`src/rtl/instr_fetch_ctrl.sv`:
```
// Instruction fetch controller: arbitrates CPU word fetches against loader byte
// writes onto a single byte-wide memory port, assembling words over four beats.
module instr_fetch_ctrl #(
   parameter int ADDRESS_WIDTH = 32,
   parameter int MEM_AW        = 12
) (
   input  logic                     clk,
   input  logic                     rst,
   input  logic                     fetch_req,
   input  logic [ADDRESS_WIDTH-1:0] fetch_addr,
   output logic                     fetch_ready,
   output logic                     fetch_valid,
   output logic [31:0]              fetch_data,
   input  logic                     load_req,
   input  logic [ADDRESS_WIDTH-1:0] load_addr,
   input  logic [7:0]               load_data,
   output logic                     load_ack,
   output logic [MEM_AW-1:0]        mem_addr,
   output logic                     mem_we,
   output logic [7:0]               mem_wdata,
   input  logic [7:0]               mem_rdata
);

   // state  | meaning
   // S_IDLE | arbitrate; loader writes complete here in one cycle
   // S_READ | beat_q selects the byte being read and captured
   // S_DONE | fetch_valid pulse, then back to S_IDLE
   typedef enum logic [1:0] {S_IDLE, S_READ, S_DONE} state_t;

   state_t            state_q, state_d;
   logic [1:0]        beat_q, beat_d;
   logic [MEM_AW-1:0] base_q, base_d;
   logic [31:0]       data_q, data_d;
   logic              rr_fetch_q, rr_fetch_d;
   logic              grant_fetch, grant_load;

   // Only the low MEM_AW address bits reach the array.
   logic unused_addr_bits;
   assign unused_addr_bits = ^{fetch_addr[ADDRESS_WIDTH-1:MEM_AW], load_addr[ADDRESS_WIDTH-1:MEM_AW]};

   always_ff @(posedge clk) begin
      if (rst) begin
         state_q    <= S_IDLE;
         beat_q     <= 2'd0;
         base_q     <= '0;
         data_q     <= 32'd0;
         rr_fetch_q <= 1'b1;
      end else begin
         state_q    <= state_d;
         beat_q     <= beat_d;
         base_q     <= base_d;
         data_q     <= data_d;
         rr_fetch_q <= rr_fetch_d;
      end
   end

   always_comb begin
      state_d     = state_q;
      beat_d      = beat_q;
      base_d      = base_q;
      data_d      = data_q;
      rr_fetch_d  = rr_fetch_q;
      grant_fetch = 1'b0;
      grant_load  = 1'b0;
      fetch_ready = 1'b0;
      fetch_valid = 1'b0;
      load_ack    = 1'b0;
      mem_addr    = '0;
      mem_we      = 1'b0;
      mem_wdata   = 8'd0;

      case (state_q)
         S_IDLE: begin
            // Reset gates the grants so no write can slip out during a reset cycle.
            if (!rst) begin
               grant_fetch = fetch_req && (!load_req || rr_fetch_q);
               grant_load  = load_req && !grant_fetch;
               if (fetch_req && load_req) begin
                  rr_fetch_d = !grant_fetch;
               end
            end
            if (grant_load) begin
               mem_we    = 1'b1;
               mem_addr  = load_addr[MEM_AW-1:0];
               mem_wdata = load_data;
               load_ack  = 1'b1;
            end
            if (grant_fetch) begin
               fetch_ready = 1'b1;
               base_d      = fetch_addr[MEM_AW-1:0];
               beat_d      = 2'd0;
               state_d     = S_READ;
            end
         end
         S_READ: begin
            mem_addr = base_q + {{(MEM_AW-2){1'b0}}, beat_q};
            data_d[{beat_q, 3'b000} +: 8] = mem_rdata;
            beat_d = beat_q + 2'd1;
            if (beat_q == 2'd3) begin
               state_d = S_DONE;
            end
         end
         S_DONE: begin
            fetch_valid = !rst;
            state_d     = S_IDLE;
         end
         default: begin
            state_d = S_IDLE;
         end
      endcase
   end

   assign fetch_data = data_q;

endmodule

```
`config.mk`:
```
export PLATFORM = sky130hd
export DESIGN_NAME = instr_fetch_ctrl
export DESIGN_NICKNAME = d
export VERILOG_FILES = /design/src/rtl/instr_fetch_ctrl.sv
export SDC_FILE = /design/constraint.sdc
export NUM_CORES = 1
export LEC_CHECK = 0
export CAP_MARGIN = 0
export CORE_UTILIZATION = 37
export DETAILED_ROUTE_END_ITERATION = 7
export GPL_ROUTABILITY_DRIVEN = 0
export PLACE_DENSITY = 0.8
export SLEW_MARGIN = 20
export SYNTH_ARGS = -nofsm -noshare
export SYNTH_HDL_FRONTEND = slang
export SYNTH_SLANG_ARGS = --single-unit
```
`constraint.sdc`:
```
create_clock -name clk -period 3.1 [get_ports clk]
set_input_delay 0.93 -clock clk [delete_from_list [all_inputs] [get_ports clk]]
set_output_delay 0.93 -clock clk [all_outputs]
set_load 0.03 [all_outputs]
```
==> Word level (Yosys, flattened, before mapping) <==
Cells that the tools add are included.
{ "classes": {"reduce_logical": 13, "eq_ne": 5, "shift": 2, "mux": 19, "addsub": 3} }
{ "ops": {"columns": ["op", "n"], "rows": [
  ["32-bit bitwise mux", 1],
  ["8-bit by 7-bit variable shift with 32-bit output (first input constant)", 1],
  ["8-bit by 7-bit indexed part select with 32-bit output", 1],
  ["12-bit one-hot mux with 2 select lines", 1],
  ["8-bit 2-to-1 mux", 2],
  ["12-bit by 2-bit adder with 12-bit output", 1],
  ["12-bit 2-to-1 mux", 1],
  ["1-bit 2-to-1 mux", 9],
  ["2-bit one-hot mux with 2 select lines", 2],
  ["2-bit AND reduction", 4],
  ["5-bit negation with 7-bit output", 1],
  ["2-bit 2-to-1 mux", 3],
  ["2-bit equality test (second input constant)", 2],
  ["2-bit != test (second input constant)", 2],
  ["1-bit logical AND", 3],
  ["1-bit logical NOT", 3],
  ["2-bit by 1-bit adder with 2-bit output (second input constant)", 1],
  ["2-bit by 1-bit equality test with 1-bit output (second input constant)", 1],
  ["2-bit logical NOT", 1],
  ["2-bit nonzero test", 1],
  ["1-bit logical OR", 1]
]} }
{ "totals": {"input_bits": 84, "reg_bits": 49} }

==> Longest topological paths before layout <==
Gate-level depths: netlist of run 1.
{ "depth": {"depth_word": 9, "ltp_mapped": 7, "ltp_nobuf": 7} }

==> Least setup slack after synthesis of run 1 <==
Ideal clock, no wire load.
{ "synth_timing": {"path_kind": "reg2out", "from": "register beat_q[0]", "to": "output mem_addr[8]", "slack_ns": -0.015, "t_required_ns": 2.170, "path_stages_with_launch": 8, "n_path_buf": 0, "arrival_ns": 2.185, "path_cell_list": "dfxtp_1 > ha_1 > inv_1 > fa_1 > nand3b_1 > nor2_1 > xnor2_1 > o21ai_0"} }
{ "synth_via": {"elab_chain_cells": 2} }
{ "synth_lines": {"columns": ["element", "line_no", "rtl"], "rows": [
  ["from (decl)", "31", "logic [1:0] beat_q, beat_d;"],
  ["from (signal assigned)", "50", "beat_q <= beat_d;"],
  ["12-bit by 2-bit adder with 12-bit output", "96", "mem_addr = base_q + {{(MEM_AW-2){1'b0}}, beat_q};"],
  ["12-bit one-hot mux with 2 select lines", "72", "case (state_q)"],
  ["to (decl)", "18", "output logic [MEM_AW-1:0] mem_addr,"]
]} }
No other way between the ends.

==> Worst setup path after layout of run 1 <==
{ "layout_timing": {"from": "input load_req", "to": "output mem_addr[9]"} }
{ "layout_via": {"elab_chain_cells": 9} }
{ "layout_lines": {"columns": ["element", "line_no", "rtl"], "rows": [
  ["from (decl)", "14", "input logic load_req,"],
  ["1-bit logical NOT", "76", "grant_fetch = fetch_req && (!load_req || rr_fetch_q);"],
  ["1-bit logical OR", "76", null],
  ["1-bit logical AND", "76", null],
  ["1-bit logical NOT", "77", "grant_load = load_req && !grant_fetch;"],
  ["1-bit logical AND (*)", "77", null],
  ["1-bit 2-to-1 mux (*)", "75", "if (!rst) begin"],
  ["1-bit 2-to-1 mux (*)", "72", null],
  ["12-bit 2-to-1 mux (*)", "82", "if (grant_load) begin"],
  ["12-bit one-hot mux with 2 select lines (*)", "72", null]
]} }
Mark *: on every way between the ends. The rest lies on a longest branch, timed or not. The select of a mux whose other input is x is not followed.

==> key figures, run 1 <==
Run status
  • Status: complete, no violations

Critical path
  • Setup CP Type: input pin to output pin
  • Worst EP arrival: 2.08 ns
  • Critical path's top delay family: buffers and inverters
  • Crit path required time: 2.17 ns
  • R2R cell count: 6
  • Worst r2r src: beat_q[0]
  • Crit start category: input pin
  • Bufs and invs on worst path: 3
  • RR Endpoint: fetch_data[0]
  • Crit path largest cell delay: 0.48 ns
  • Worst-path cell chain: clkdlybuf4s50_1 -> and3_4 -> buf_6 -> nand2_1 -> o21ai_1 -> buf_4
  • Critical-path top delay cell: clkdlybuf4s50_1
  • Reg2reg setup slack: 1.27 ns
  • CP Capture Type: output pin
  • Worst-path fanout max: 6

Clock tree
  • CTS root buffer: clkbuf_8
  • Clk slew on worst S/H paths: 0.09 ns
  • CTS max path bufs: 2
  • CTS Buf Count: 5
  • Skew-Pair Late Insertion Delay: 0.30 ns
  • CTS H-tree lvls: 2
  • CTS tree: built
  • TritonCTS Sinks: 49

Detailed routing
  • ANT nets after route: 0
  • Router iterations before antenna repair: 4
  • Wirelength per Cell: 13.6 um
  • DRC viols: 0
  • Drt via density: 4.95
  • DRT iter0 DRCs: 77
  • Vias: 2188
  • Drt total wl: 5990 um

Die
  • Starting Density: 39.0%
  • Die W: 81.4 um
  • Die H: 81.4 um
  • Row count: 28
  • Die Area: 0.00663 mm^2
  • Core area: 0.00599 mm^2
  • Boundary Pins: 140

Global route
  • Number of global-route vias before repair: 2013
  • Global-route wire length before repair: 9310 um
  • Met1 Use GR: 20.8%
  • Total track usage: 18.4%
  • Most Used Layer, Global Route: met2
  • Initial antenna violation count: 0
  • Largest net degree at the start of global routing: 50
  • Total congestion overflow: 0
  • Met3 Use GR: 7.89%
  • GR Util met2: 31.0%

Yosys
  • Unique masters post-synth: 35
  • Register area share after synthesis: 42.0%
  • YS warnings: 0
  • EDFF count, synth: 0
  • Post-synth top cells: dfxtp_1 (49), nor2_1 (38), a22oi_1 (34)
  • Number of cells produced by synthesis: 266
  • Top cell type's share of synthesized area: 42.0%
  • Post-Syn Area per Cell: 8.77 um^2
  • Largest area contributor in the netlist: dfxtp_1
  • Most used flip-flop cell after synthesis: dfxtp_1
  • Syn Std Cell Area: 0.00233 mm^2
  • Post-synth net total: 358
  • Yosys reg bits: 49
  • Largest cells by area after synthesis: dfxtp_1 (42%), a22oi_1 (11%), nor2_1 (6.1%)
  • Ys async rst share: 0%
  • Most numerous cell in the Yosys netlist: dfxtp_1

Timing
  • RSZ-0062 raised after global routing: true
  • Final Setup Violations: 0
  • Final Critical Period: 3.01 ns
  • Slew @ Worst Pin: 0.515 ns
  • Clk_skew: 0.00609 ns
  • Max-slew violation count: 0
  • Tcrit/Tclk final: 97.3%
  • Fmax: 332 MHz
  • Hold Vio Cnt, Final: 0
  • Max transition margin: 65.6%
  • Fin Hold WS: 0.507 ns

Final layout
  • Diodes inserted: 0
  • Fraction of layout cells with a size suffix above 1: 16.6%
  • Nets: 458
  • Post-Route Utilization: 59.1%
  • Number of fill cells: 502
  • Area growth from synthesis to layout: 51.7%

Hold path
  • Hold_sp: fetch_data[26]
  • Hold WC Path Type: flop to flop
  • Worst Hold Path EP: fetch_data[26]
  • Hold depth: 2

Power and ir drop
  • Leak pwr: 0.00135 uW
  • Pwr dens: 416 mW/mm^2
  • VDD IR max: 0.000284 V

Place
  • I/O Buffers: 99
  • Dpl hpwl: 4320 um

Job
  • Maxcap violations: 0
-- per-layer routing --
metal  share of wire [%]  up-vias  wire, um
met5                   0        -         0
met2                  46       91      2780
met4                 1.0        0        60
li1                    -     1111         -
met1                  41      980      2460
met3                  12        6       691
-- flip-flops by register name (all words and copies together) (netlist names) --
name	cells
rr_fetch_q	1
beat_q	2
state_q	2
fetch_data	32
base_q	12
-- report_power, final --
group	internal, uW	switching, uW
Clock	325	218
Sequential	651	22.8
Combinational	129	129
-- worst register-to-register path, cell delays in order (launching register included) --
cell,delay (ns)
dfxtp_2,0.36
buf_4,0.16
inv_1,0.11
ha_1,0.39
nor4b_4,0.51
a22oi_1,0.13
nor2_1,0.12
-- stage by stage --
| step | power, uW | worst slack [ns] | setup TNS, ns | cell area [um^2] | std cells |
|---|---|---|---|---|---|
| 2_1_floorplan | 820 | 0.0220 | 0 | 2330 | 266 |
| 3_3_place_gp | 935 | -0.0932 | -1.02 | 3330 | 431 |
| 3_5_place_dp | 939 | -0.112 | -1.23 | 3330 | 431 |
| 4_1_cts | 1480 | 0.0185 | 0 | 3500 | 441 |
| 5_1_grt | 1540 | -0.0759 | -0.114 | 3540 | 442 |
| 6_report | 1470 | 0.0852 | 0 | 3540 | 442 |
-- logic make-up (layout without fill, tap and decap cells) --
kind of cell / count (synthesis) / in the layout / synth area share, %
compound gates: 61 / 61 / 16.7
xor+xnor: 11 / 11 / 4.13
fa+ha+maj: 8 / 8 / 4.61
buf+inv: 34 / 135 / 6.43
flops: 49 / 49 / 42.0
simple gates: 103 / 103 / 26.1
-- worst max path at each step --
stage | endpoint | from | cells past startpoint
2_1_floorplan | mem_addr[4] | beat_q[0] | 6
3_3_place_gp | mem_addr[4] | fetch_req | 7
3_5_place_dp | mem_addr[8] | fetch_req | 7
4_1_cts | mem_addr[10] | beat_q[1] | 7
5_1_grt | mem_addr[10] | base_q[0] | 8
6_report | mem_addr[9] | load_req | 6
-- layout by cell type (no fill, tap or decap), types with 3 or more instances in the layout --
cell type / instances
a21oi_1: 5
a22oi_1: 34
and2_1: 8
buf_4: 32
buf_6: 3
clkbuf_8: 5
clkdlybuf4s50_1: 73
dfxtp_1: 46
ha_1: 6
inv_1: 15
nand2_1: 17
nand2b_1: 4
nand3_1: 4
nand3b_1: 13
nor2_1: 38
o21ai_0: 13
o21ai_1: 8
xnor2_1: 9
-- repair_timing --
action	CTS	global route
hold buffers	0	0
setup endpoints to repair	17	20
pin swaps	3	6
setup buffers	1	1
gates resized for setup	8	11
gates cloned	1	0
endpoints found under the hold margin	0	0
-- layout make-up --
type                       instances  area, um^2  area share (%)
timing repair buffer             110        1030            29.0
inverter                          17        63.8            1.80
clock inverter                     3        68.8            1.94
clock buffer                       5        68.8            1.94
multi-input combinational        183        1230            34.8
sequential                        49         987            27.9
tap                               75        93.8            2.65
Power figures use the tool's default switching activity.
==> run 2, diff against run 1 <==
- CORE_ASPECT_RATIO: not set -> 0.8
- SLEW_MARGIN: 20 -> 30
==> key figures, run 2 (synthesized netlist as in run 1, its figures left out) <==
Run status
  • Status: complete, but fails checks
  • Failing checks: negative setup slack

Final layout
  • Commonest cells after routing, fill and taps aside: clkdlybuf4s50_1 (72), dfxtp_1 (46), nor2_1 (37)
  • Diodes inserted: 0
  • Max reg flops: 32
  • Nets: 457
  • Non-filler cells, final: 446
  • Fraction of layout cells with a size suffix above 1: 16.2%
  • Area growth from synthesis to layout: 51.2%
  • Commonest non-fill, non-tap cell in the layout: clkdlybuf4s50_1

Power and ir drop
  • Sw frac: 27.3%
  • Net Switching: 361 uW
  • Clock power share: 28.6%
  • Share of total power in sequential cells: 51.0%
  • Combinational power share: 20.4%
  • Pwr dens: 375 mW/mm^2
  • Cell internal pwr: 963 uW
  • VDD IR max: 0.000197 V
  • Leak pwr: 0.00133 uW

Clock tree
  • CTS max path bufs: 2
  • CTS Buf Count: 5
  • CTS H-tree lvls: 2
  • Clk slew on worst S/H paths: 0.09 ns
  • Skew-Pair Late Insertion Delay: 0.30 ns
  • Hold buffer count at CTS: 0
  • TritonCTS Sinks: 49
  • CTS root buffer: clkbuf_8
  • CTS tree: built

Die
  • Die H: 73.0 um
  • Row count: 25
  • Starting Density: 38.9%
  • Die W: 90.8 um
  • Die Area: 0.00663 mm^2
  • Boundary Pins: 140
  • Core area: 0.00601 mm^2

Critical path
  • CP Capture Type: output pin
  • Crit start category: flop
  • Worst EP arrival: 2.17 ns
  • Crit path largest cell delay: 0.41 ns
  • Crit path required time: 2.17 ns
  • Critical-path top delay cell: fa_2
  • Worst-path cell chain: inv_1 -> fa_2 -> nand3b_1 -> nor3_2 -> xnor2_1 -> o21ai_1 -> buf_4
  • Setup CP Type: flop to output pin
  • Worst-path fanout max: 5

Global route
  • Total track usage: 19.5%
  • Initial antenna violation count: 0
  • Number of global-route vias before repair: 2031
  • Met1 Use GR: 27.8%
  • Largest net degree at the start of global routing: 37
  • Total congestion overflow: 0
  • Most Used Layer, Global Route: met2
  • Met3 Use GR: 3.23%
  • GR Util met2: 30.8%
  • Global-route wire length before repair: 10300 um

Detailed routing
  • Drt total wl: 6570 um
  • Vias: 2235
  • DRT iter0 DRCs: 146
  • ANT nets after route: 0
  • Wirelength per Cell: 14.7 um
  • Router iterations before antenna repair: 4
  • Drt via density: 5.01
  • DRC viols: 0

Timing
  • Clk_skew: 0.00984 ns
  • Max-slew violation count: 0
  • Tcrit/Tclk final: 100%
  • Fmax: 322 MHz
  • Final Critical Period: 3.10 ns
  • Final Setup Violations: 1
  • Slew @ Worst Pin: 0.546 ns
  • Hold Vio Cnt, Final: 0
  • Final worst setup slack: -0.00166 ns
  • RSZ-0062 raised after global routing: true
  • Max transition margin: 63.6%

Place
  • I/O Buffers: 99
  • Pre-CTS setup slack: -0.0871 ns
  • Dpl hpwl: 4790 um
  • Placed cell count: 436

Job
  • Maxcap violations: 0

Hold path
  • Hold WC Path Type: flop to flop
run 2: cell count changes in the layout (fill, tap and decap cells not counted), moves of 2 or more:
cell,previous run,this run
buf_16,0,2
buf_6,3,0
bufinv_16,2,0
dlygate4sd2_1,1,3
run 2: cell type report:
type                       instances  area [um^2]
sequential                        49          985
multi-input combinational        183         1230
clock inverter                     1         7.51
clock buffer                       6         82.6
inverter                          17         63.8
tap                               81          101
timing repair buffer             109         1050
fill                             536         2480
run 2: final timing paths:
path	from	endpoint	slack (ns)	cells after the start
hold / removal	fetch_data[29]	fetch_data[29]	0.51	2
setup / recovery	beat_q[1]	mem_addr[10]	-0.002	7
hold reg to reg	fetch_data[29]	fetch_data[29]	0.51	2
setup reg to reg	beat_q[0]	fetch_data[7]	1.17	8
run 2: power groups by stage:
stage               combinational [uW]  sequential [uW]  clock (uW)
floorplan                          128              692           0
detailed placement                 256              688           0
global route                       290              678         416
finish                             270              675         378
global placement                   254              687           0
CTS                                267              674         386
run 2: metrics by stage:
stage	hold WS, ns	instance area [um^2]	TNS [ns]	utilization (%)	total power [uW]
after global placement	0.478	3340	-0.264	55.7	941
after detailed placement	0.482	3340	-0.301	55.7	945
final	0.508	3530	-0.00166	58.8	1320
after global routing	0.535	3530	-0.114	58.8	1390
after floorplan	0.461	2330	0	-	820
after CTS	0.508	3500	0	58.2	1330
run 2: what timing repair did:
item / in CTS / in global routing
setup endpoints to repair: 14 / 6
cloned: 2 / 0
pin swaps: 5 / 5
resized for setup: 9 / 8
endpoints found under the hold margin: 0 / 0
buffers inserted: 0 / 1
run 2: critical path, delay by kind of cell, from the launching register on:
| kind | cells | cell delay (ns) |
|---|---|---|
| fa+ha+maj | 1 | 0.41 |
| compound gates | 1 | 0.13 |
| simple gates | 2 | 0.56 |
| flops | 1 | 0.37 |
| xor+xnor | 1 | 0.10 |
| buf+inv | 2 | 0.30 |
run 2: per-layer routing:
metal	vias up	part of all wire, %
met1	1064	46
met3	2	4.4
met4	0	0.50
met5	-	0
met2	61	49
li1	1108	-
==> run 3, diff against run 2 <==
- ABC_AREA: not set -> 1
- CORE_UTILIZATION: 37 -> 30
- PLACE_DENSITY: 0.8 -> 0.65
==> key figures, run 3 <==
Yosys
  • YS warnings: 0
  • Syn Std Cell Area: 0.00249 mm^2
  • Register area share after synthesis: 39.4%
  • Yosys reg bits: 49
  • Most used flip-flop cell after synthesis: dfxtp_1
  • Top cell type's share of synthesized area: 39.4%
  • Post-synth net total: 454
  • Most numerous cell in the Yosys netlist: nand2_1
  • EDFF count, synth: 0
  • Ys async rst share: 0%
  • Number of cells produced by synthesis: 362
  • Largest cells by area after synthesis: dfxtp_1 (39%), nand2_1 (16%), a21oi_1 (7.2%)
  • Post-Syn Area per Cell: 6.88 um^2
  • Unique masters post-synth: 25
  • Post-synth top cells: nand2_1 (106), dfxtp_1 (49), a21oi_1 (36)
  • Largest area contributor in the netlist: dfxtp_1

Critical path
  • Setup CP Type: input pin to output pin
  • Worst EP arrival: 2.02 ns
  • Crit start category: input pin
  • Crit path required time: 2.17 ns
  • CP Capture Type: output pin
  • Crit path from: load_req
  • Worst r2r src: beat_q[0]
  • Worst-path fanout max: 7

Detailed routing
  • Drt via density: 4.62
  • Wirelength per Cell: 12.4 um
  • Router iterations before antenna repair: 4
  • DRT iter0 DRCs: 130
  • ANT nets after route: 0
  • Drt total wl: 7100 um
  • DRC viols: 0
  • Vias: 2650

Final layout
  • Commonest non-fill, non-tap cell in the layout: nand2_1
  • Diodes inserted: 0
  • Commonest cells after routing, fill and taps aside: nand2_1 (106), clkdlybuf4s50_1 (72), dfxtp_1 (48)
  • Area growth from synthesis to layout: 48.2%
  • Nets: 556
  • Area used by multi-input combinational logic: 0.00127 mm^2
  • Max reg flops: 32
  • Number of fill cells: 830
  • Seq. cell area: 982 um^2
  • Fraction of layout cells with a size suffix above 1: 13.3%

Clock tree
  • Skew-Pair Late Insertion Delay: 0.30 ns
  • CTS root buffer: clkbuf_8
  • CTS max path bufs: 2
  • Clk slew on worst S/H paths: 0.08 ns
  • CTS tree: built
  • CTS H-tree lvls: 2
  • CTS Buf Count: 5
  • TritonCTS Sinks: 49

Timing
  • Setup TNS: 0 ns
  • Max-slew violation count: 0
  • Final worst setup slack: 0.151 ns
  • Tcrit/Tclk final: 95.1%
  • Slew @ Worst Pin: 0.648 ns
  • Fmax: 339 MHz
  • Clk_skew: 0.00465 ns
  • Final Critical Period: 2.95 ns
  • Final Setup Violations: 0
  • RSZ-0062 raised after global routing: false
  • Hold Vio Cnt, Final: 0
  • Fin Hold WS: 0.468 ns
  • Max transition margin: 56.6%

Die
  • Row count: 29
  • Die H: 83.5 um
  • Core area: 0.00798 mm^2
  • Die Area: 0.00867 mm^2
  • Die W: 104 um
  • Starting Density: 31.2%
  • Boundary Pins: 140

Place
  • Dpl hpwl: 5330 um
  • I/O Buffers: 99
  • Pre-CTS setup slack: -0.0661 ns

Power and ir drop
  • Combinational power share: 19.3%
  • VDD IR max: 0.000167 V
  • Cell internal pwr: 1030 uW
  • Pwr dens: 382 mW/mm^2
  • Net Switching: 382 uW
  • Clock power share: 33.1%
  • Sw frac: 27.1%
  • Share of total power in sequential cells: 47.6%
  • Leak pwr: 0.00153 uW

Hold path
  • Hold WC Path Type: flop to flop
  • Hold_sp: fetch_data[19]

Global route
  • Largest net degree at the start of global routing: 39
  • Total congestion overflow: 0
  • Total track usage: 16.4%
  • Global-route wire length before repair: 11500 um
  • Number of global-route vias before repair: 2373
  • Initial antenna violation count: 0

Run status
  • Status: complete, no violations

Job
  • Maxcap violations: 0
run 3: cell types whose count changed after synthesis, moves of 6 or more:
cell	change
o21ai_1	-6
inv_2	+6
and2_1	-8
nand3b_1	-13
a22oi_1	-34
nand3_1	+30
a21oi_1	+30
inv_1	+17
xnor2_1	-8
nand4_1	+20
nor2_1	-12
nand2_1	+89
run 3: area by class of cell:
class	count	share of cell area, %
Timing Repair Buffer	110	27.7
Timing Repair inverter	1	0.203
Tap cell	108	3.66
Inverter	41	4.24
Multi-Input combinational cell	256	34.5
Clock buffer	7	2.34
Sequential cell	49	26.6
Clock inverter	1	0.813
run 3: cells by family (layout without fill, tap and decap cells):
family,count (synthesis),after routing,share of synthesized area (%)
AND/OR/NAND/NOR,198,198,35.6
flip-flops,49,49,39.4
AO/OA/AOI/OAI,47,47,9.59
buffers and inverters,57,160,10.1
adder cells (fa/ha/maj),8,8,4.32
XOR/XNOR,3,3,1.05
run 3: critical path: stages:
cell	delay, ns
dlygate4sd2_1	0.25
a21oi_2	0.14
nor2_1	0.07
nand2_2	0.14
clkinvlp_4	0.18
nand2_1	0.10
nand2_1	0.07
buf_6	0.14
run 3: layer usage:
layer	global-route usage, %	share of wire, %
met1	23.8	50
met2	24.1	44
met3	3.90	5.4
met4	4.29	0.99
met5	0	0
run 3: stage by stage:
stage          cell area (um^2)  util, %  std cells  total power [uW]
3_5_place_dp               3530     44.3        563               955
3_3_place_gp               3530     44.3        563               950
2_1_floorplan              2490        -        362               832
4_1_cts                    3680     46.1        573              1430
5_1_grt                    3690     46.3        573              1480
6_report                   3690     46.3        573              1410
run 3: timing repair:
action	4_1_cts	5_1_grt
hold buffers	0	0
endpoints found under the setup margin	13	21
pin swaps	3	2
gates cloned	1	0
buffers inserted	1	0
resized for setup	7	4
run 3: path summary, 6_finish.rpt:
check / depth (start not counted) / slack [ns] / end
setup / recovery: 8 / 0.15 / mem_addr[11]
hold / removal: 2 / 0.47 / fetch_data[19]
setup reg to reg: 7 / 0.99 / fetch_data[23]
hold reg to reg: 2 / 0.47 / fetch_data[19]
run 3: power groups by stage:
stage	Sequential [uW]	Combinational [uW]	Clock, uW
2_1_floorplan	689	143	0
3_3_place_gp	685	265	0
3_5_place_dp	686	269	0
4_1_cts	672	273	481
5_1_grt	675	298	511
6_report	672	272	467
==> patch 1: new RTL, settings of run 1 <==
Take the reset off `data_q` and load it in a clocked block of its own.
--- a/src/rtl/instr_fetch_ctrl.sv
+++ b/src/rtl/instr_fetch_ctrl.sv
@@ -43,15 +43,17 @@
          state_q    <= S_IDLE;
          beat_q     <= 2'd0;
          base_q     <= '0;
-         data_q     <= 32'd0;
          rr_fetch_q <= 1'b1;
       end else begin
          state_q    <= state_d;
          beat_q     <= beat_d;
          base_q     <= base_d;
-         data_q     <= data_d;
          rr_fetch_q <= rr_fetch_d;
       end
+   end
+
+   always_ff @(posedge clk) begin
+      data_q <= data_d;
    end
 
    always_comb begin
Check against the original RTL: differs if rst is asserted again (counterexample within 4 cycles, from zero or initial values and one cycle with rst high); with rst held inactive, the same outputs for 10 cycles.
==> patch 1 against run 1 <==
- synthesized area up 1.3%
- power down 1.8%
- cell area up 0.81%
- wire length down 7.4%
- sequential share of layout area up 8.7 points
- register-to-register slack worse by 0.30 ns
- via count down 11%
- highest routed layer unchanged
- die area up 1.3%
- setup slack better by 0.015 ns
- synthesized cell count down 16%
- core utilization up 0.13 points
- clock skew up 0.0029 ns
- sequential cell count unchanged
- largest power group unchanged
==> patch 1: results <==
[run_status]
status = finished clean

[global_route]
use_met2_pct = 28.8
grtUsageMet1_pct = 21.0
grt_max_degree = 28
grt_pass1_vias = 1804
grtUsageMet3_pct = 3.33

[route]
met1Wirelength_um = 2320
dr_wl_met2_um = 2740
wl_met3_um = 368

[placed_design]
dp_hpwl_um = 4090

[finish]
final_nets = 422
buf_share_pct = 28.4
sh_seq_area_pct = 36.6
design.seq.count = 49
drive_gt1_share_pct = 15.7
n_all_inverters = 4
multi_input_gates = 162
buffers = 108
multi_input_area_share_pct = 28.9
clockNetworkAreaShare_pct = 3.09

[setup_path]
reg2reg_slack_ns = 0.97
critPathMaxStageDelay_ns = 0.36
crit_path_end = mem_addr[6]
path_delay_family = adder cells

[timing]
min_period_over_period_pct = 96.8
tightest_slew_ns = 0.923

[synthesis]
synth-compound-area-share_pct = 6.25
synth-adder-area-share_pct = 4.55
synth_edf_count = 32
synth-xor-area-share_pct = 4.08
yosys-top-cells-count = and2_1, edfxtp_1, nand2_1, o21ai_0, dfxtp_1
synthesis.instances = 224
yosysUniqueCellTypes = 33

[power_and_ir_drop]
p_leak_nw = 1.34
combPwrFrac_pct = 18.0
==> patch 1: logic make-up (layout without fill, tap and decap cells) <==
family	after synthesis	after routing
and+or+nand+nor	115	115
buffers and inverters	13	120
adders and majority gates	8	8
AOI/OAI and AO/OA	28	28
xor gates and xnor gates	11	11
DFF	49	49
==> patch 1: stage by stage <==
stage | hold WS, ns | cell area, sq um | power, mW
floorplan | 0.453 | 2360 | 0.885
global placement | 0.466 | 3380 | 1.00
detailed placement | 0.493 | 3380 | 1.01
CTS | 0.506 | 3530 | 1.45
global route | 0.531 | 3570 | 1.51
finish | 0.504 | 3570 | 1.45
==> patch 1: repair_timing <==
action | CTS | global route
pin swaps | 3 | 6
endpoints found under the setup margin | 13 | 20
setup buffers | 1 | 0
resized for setup | 6 | 15
cloned | 2 | 0
==> patch 1: worst min-delay path: stages (launching register included) <==
cell and delay [ns]:
dfxtp_1 0.33, nand2b_1 0.07, o21ai_0 0.07
==> patch 2: new RTL, config.mk and constraints of run 1 <==
Without the edit above. The parameter `MEM_AW` goes from 12 to 13.
--- a/src/rtl/instr_fetch_ctrl.sv
+++ b/src/rtl/instr_fetch_ctrl.sv
@@ -2,7 +2,7 @@
 // writes onto a single byte-wide memory port, assembling words over four beats.
 module instr_fetch_ctrl #(
    parameter int ADDRESS_WIDTH = 32,
-   parameter int MEM_AW        = 12
+   parameter int MEM_AW        = 13
 ) (
    input  logic                     clk,
    input  logic                     rst,
Ports: changed (resized mem_addr); port bits go from 140 to 141. No check against the original RTL was run, so the function may have changed too.
==> patch 2 against run 1 <==
- sequential cell count is 1 higher
- count of clock-buffer cells in the layout unchanged
- setup slack improved by 0.013 ns
- critical endpoint is now mem_addr[2]
- sequential share of layout area shrank 0.083 points
- power is 8.0% lower
- cell area rose by 1.7%
- core utilization fell by 2.1 points
- die area rose by 3.3%
- largest power group unchanged
- clock power down 27%
- register-to-register slack got worse by 0.18 ns
- synthesized area rose by 3.4%
- critical path depth is 1 higher
- wire length up 7.2%
==> patch 2: results <==
[power_and_ir_drop]
ir_drop_mv = 0.276
p_leak_nw = 1.42

[timing]
hold_violations = 0
slew_headroom_pct = 65.4
skew_ns = 0.0132
fin_ws_ns = 0.0983

[synthesis]
yosysWarnings = 0
async_reset_ff_share_pct = 0
yosysSeqAreaShare_pct = 41.5
syn_nets = 361
synth_area_leaders = dfxtp_1, a22oi_1, nor2_1
yosys-top-cells-count = dfxtp_1, nor2_1, a22oi_1, nand2_1, o21ai_0
yosysUniqueCellTypes = 36

[finish]
diodes = 0
fill_cells = 577
drive_gt1_share_pct = 15.5
largest_reg_flops = 32
final_nets = 465

[global_route]
grt_max_degree = 40
grt_use_total_pct = 18.7
grt_pass1_vias = 2058
grt_pass1_wl_um = 9690
antenna_found_initial = 0

[setup_path]
reg2reg_depth = 6
r2r_start = beat_q[1]$_SDFFE_PP0P_
cp_slowest_cell = dlygate4sd2_1
path_delay_family = buffers and inverters
crit_start = fetch_req
rr_endpoint = fetch_data[20]$_SDFFE_PP0P_
reg2reg_slack_ns = 1.09
critPathMaxStageDelay_ns = 0.25
crit_arrival_ns = 2.07
crit_path_end = mem_addr[2]
cp_max_fo = 8

[clock_tree]
worstSkewPairLatency_ns = 0.31
cts_buffers = 5
tritoncts = yes
clockRootBuffer = clkbuf_8
clk_pin_slew_worst_paths_ns = 0.09
postCtsSetupRepairBufs = 0
ctsHtreeMaxLevel = 2
clockBufferDepth = 2

[min_path]
hold_class = flop to flop

[placed_design]
placed_area_sq_um = 3470
numPortBuffers = 102
dp_hpwl_um = 4730
dpl_worst_slack_ns = -0.133

[route]
vias = 2271
firstDrtPassIters = 4
drt_iter0_drc = 81
totalWireLength_um = 6420

[run_status]
status = finished clean
[patch 2: per-stage QoR]
step                      std cells  util, %
after detailed placement        442     54.9
after global routing            451     57.0
after CTS                       450     56.5
after global placement          442     54.9
after floorplan                 269        -
final                           451     57.0
[patch 2: cell type report]
type                       instances  area (sq um)  share of cell area [%]
multi-input combinational        199          1330                    36.8
inverter                           5          21.3                   0.591
clock inverter                     3          22.5                   0.626
timing repair buffer             112          1060                    29.5
clock buffer                       5          68.8                    1.91
sequential                        50          1000                    27.8
tap                               77          96.3                    2.68
[patch 2: power by group]
part           switching, mW  internal [mW]
combinational          0.143          0.134
clock                  0.230          0.164
sequential            0.0202          0.665
[patch 2: cell families (layout without fill, tap and decap cells)]
group / count (synthesis) / count (layout) / share of synthesized area (%)
flops: 50 / 50 / 41.5
compound gates: 62 / 62 / 16.7
simple gates: 117 / 117 / 28.7
fa+ha+maj: 8 / 8 / 4.46
buf+inv: 20 / 125 / 4.25
xor+xnor: 12 / 12 / 4.35
[patch 2: timing repair]
action | CTS | global route
endpoints found under the setup margin | 21 | 8
pin swaps | 0 | 3
gates resized for setup | 4 | 3
gates cloned | 0 | 1
[patch 2: how the worst min path moves through the flow]
stage                                       from                     end  slack (ns)  cells past startpoint
after detailed placement  base_q[0]$_SDFFE_PP0P_  base_q[0]$_SDFFE_PP0P_        0.49                      2
after floorplan           base_q[0]$_SDFFE_PP0P_  base_q[0]$_SDFFE_PP0P_        0.45                      2
final                     base_q[0]$_SDFFE_PP0P_  base_q[0]$_SDFFE_PP0P_        0.50                      2
after global routing      base_q[0]$_SDFFE_PP0P_  base_q[0]$_SDFFE_PP0P_        0.54                      2
after global placement    base_q[0]$_SDFFE_PP0P_  base_q[0]$_SDFFE_PP0P_        0.47                      2
after CTS                 base_q[0]$_SDFFE_PP0P_  base_q[0]$_SDFFE_PP0P_        0.50                      2
[patch 2: metal layers]
layer	routed length, um	GRT usage (%)	vias up
met4	64	5.00	0
met2	3110	33.9	82
met5	0	0	-
met1	2590	20.3	1051
li1	-	-	1133
met3	658	7.03	5
[patch 2: worst register-to-register path: cells and delay by family (launching register included)]
family | cells | cell delay (ns)
flops | 1 | 0.48
fa+ha+maj | 1 | 0.44
buf+inv | 2 | 0.26
compound gates | 1 | 0.17
simple gates | 2 | 0.62
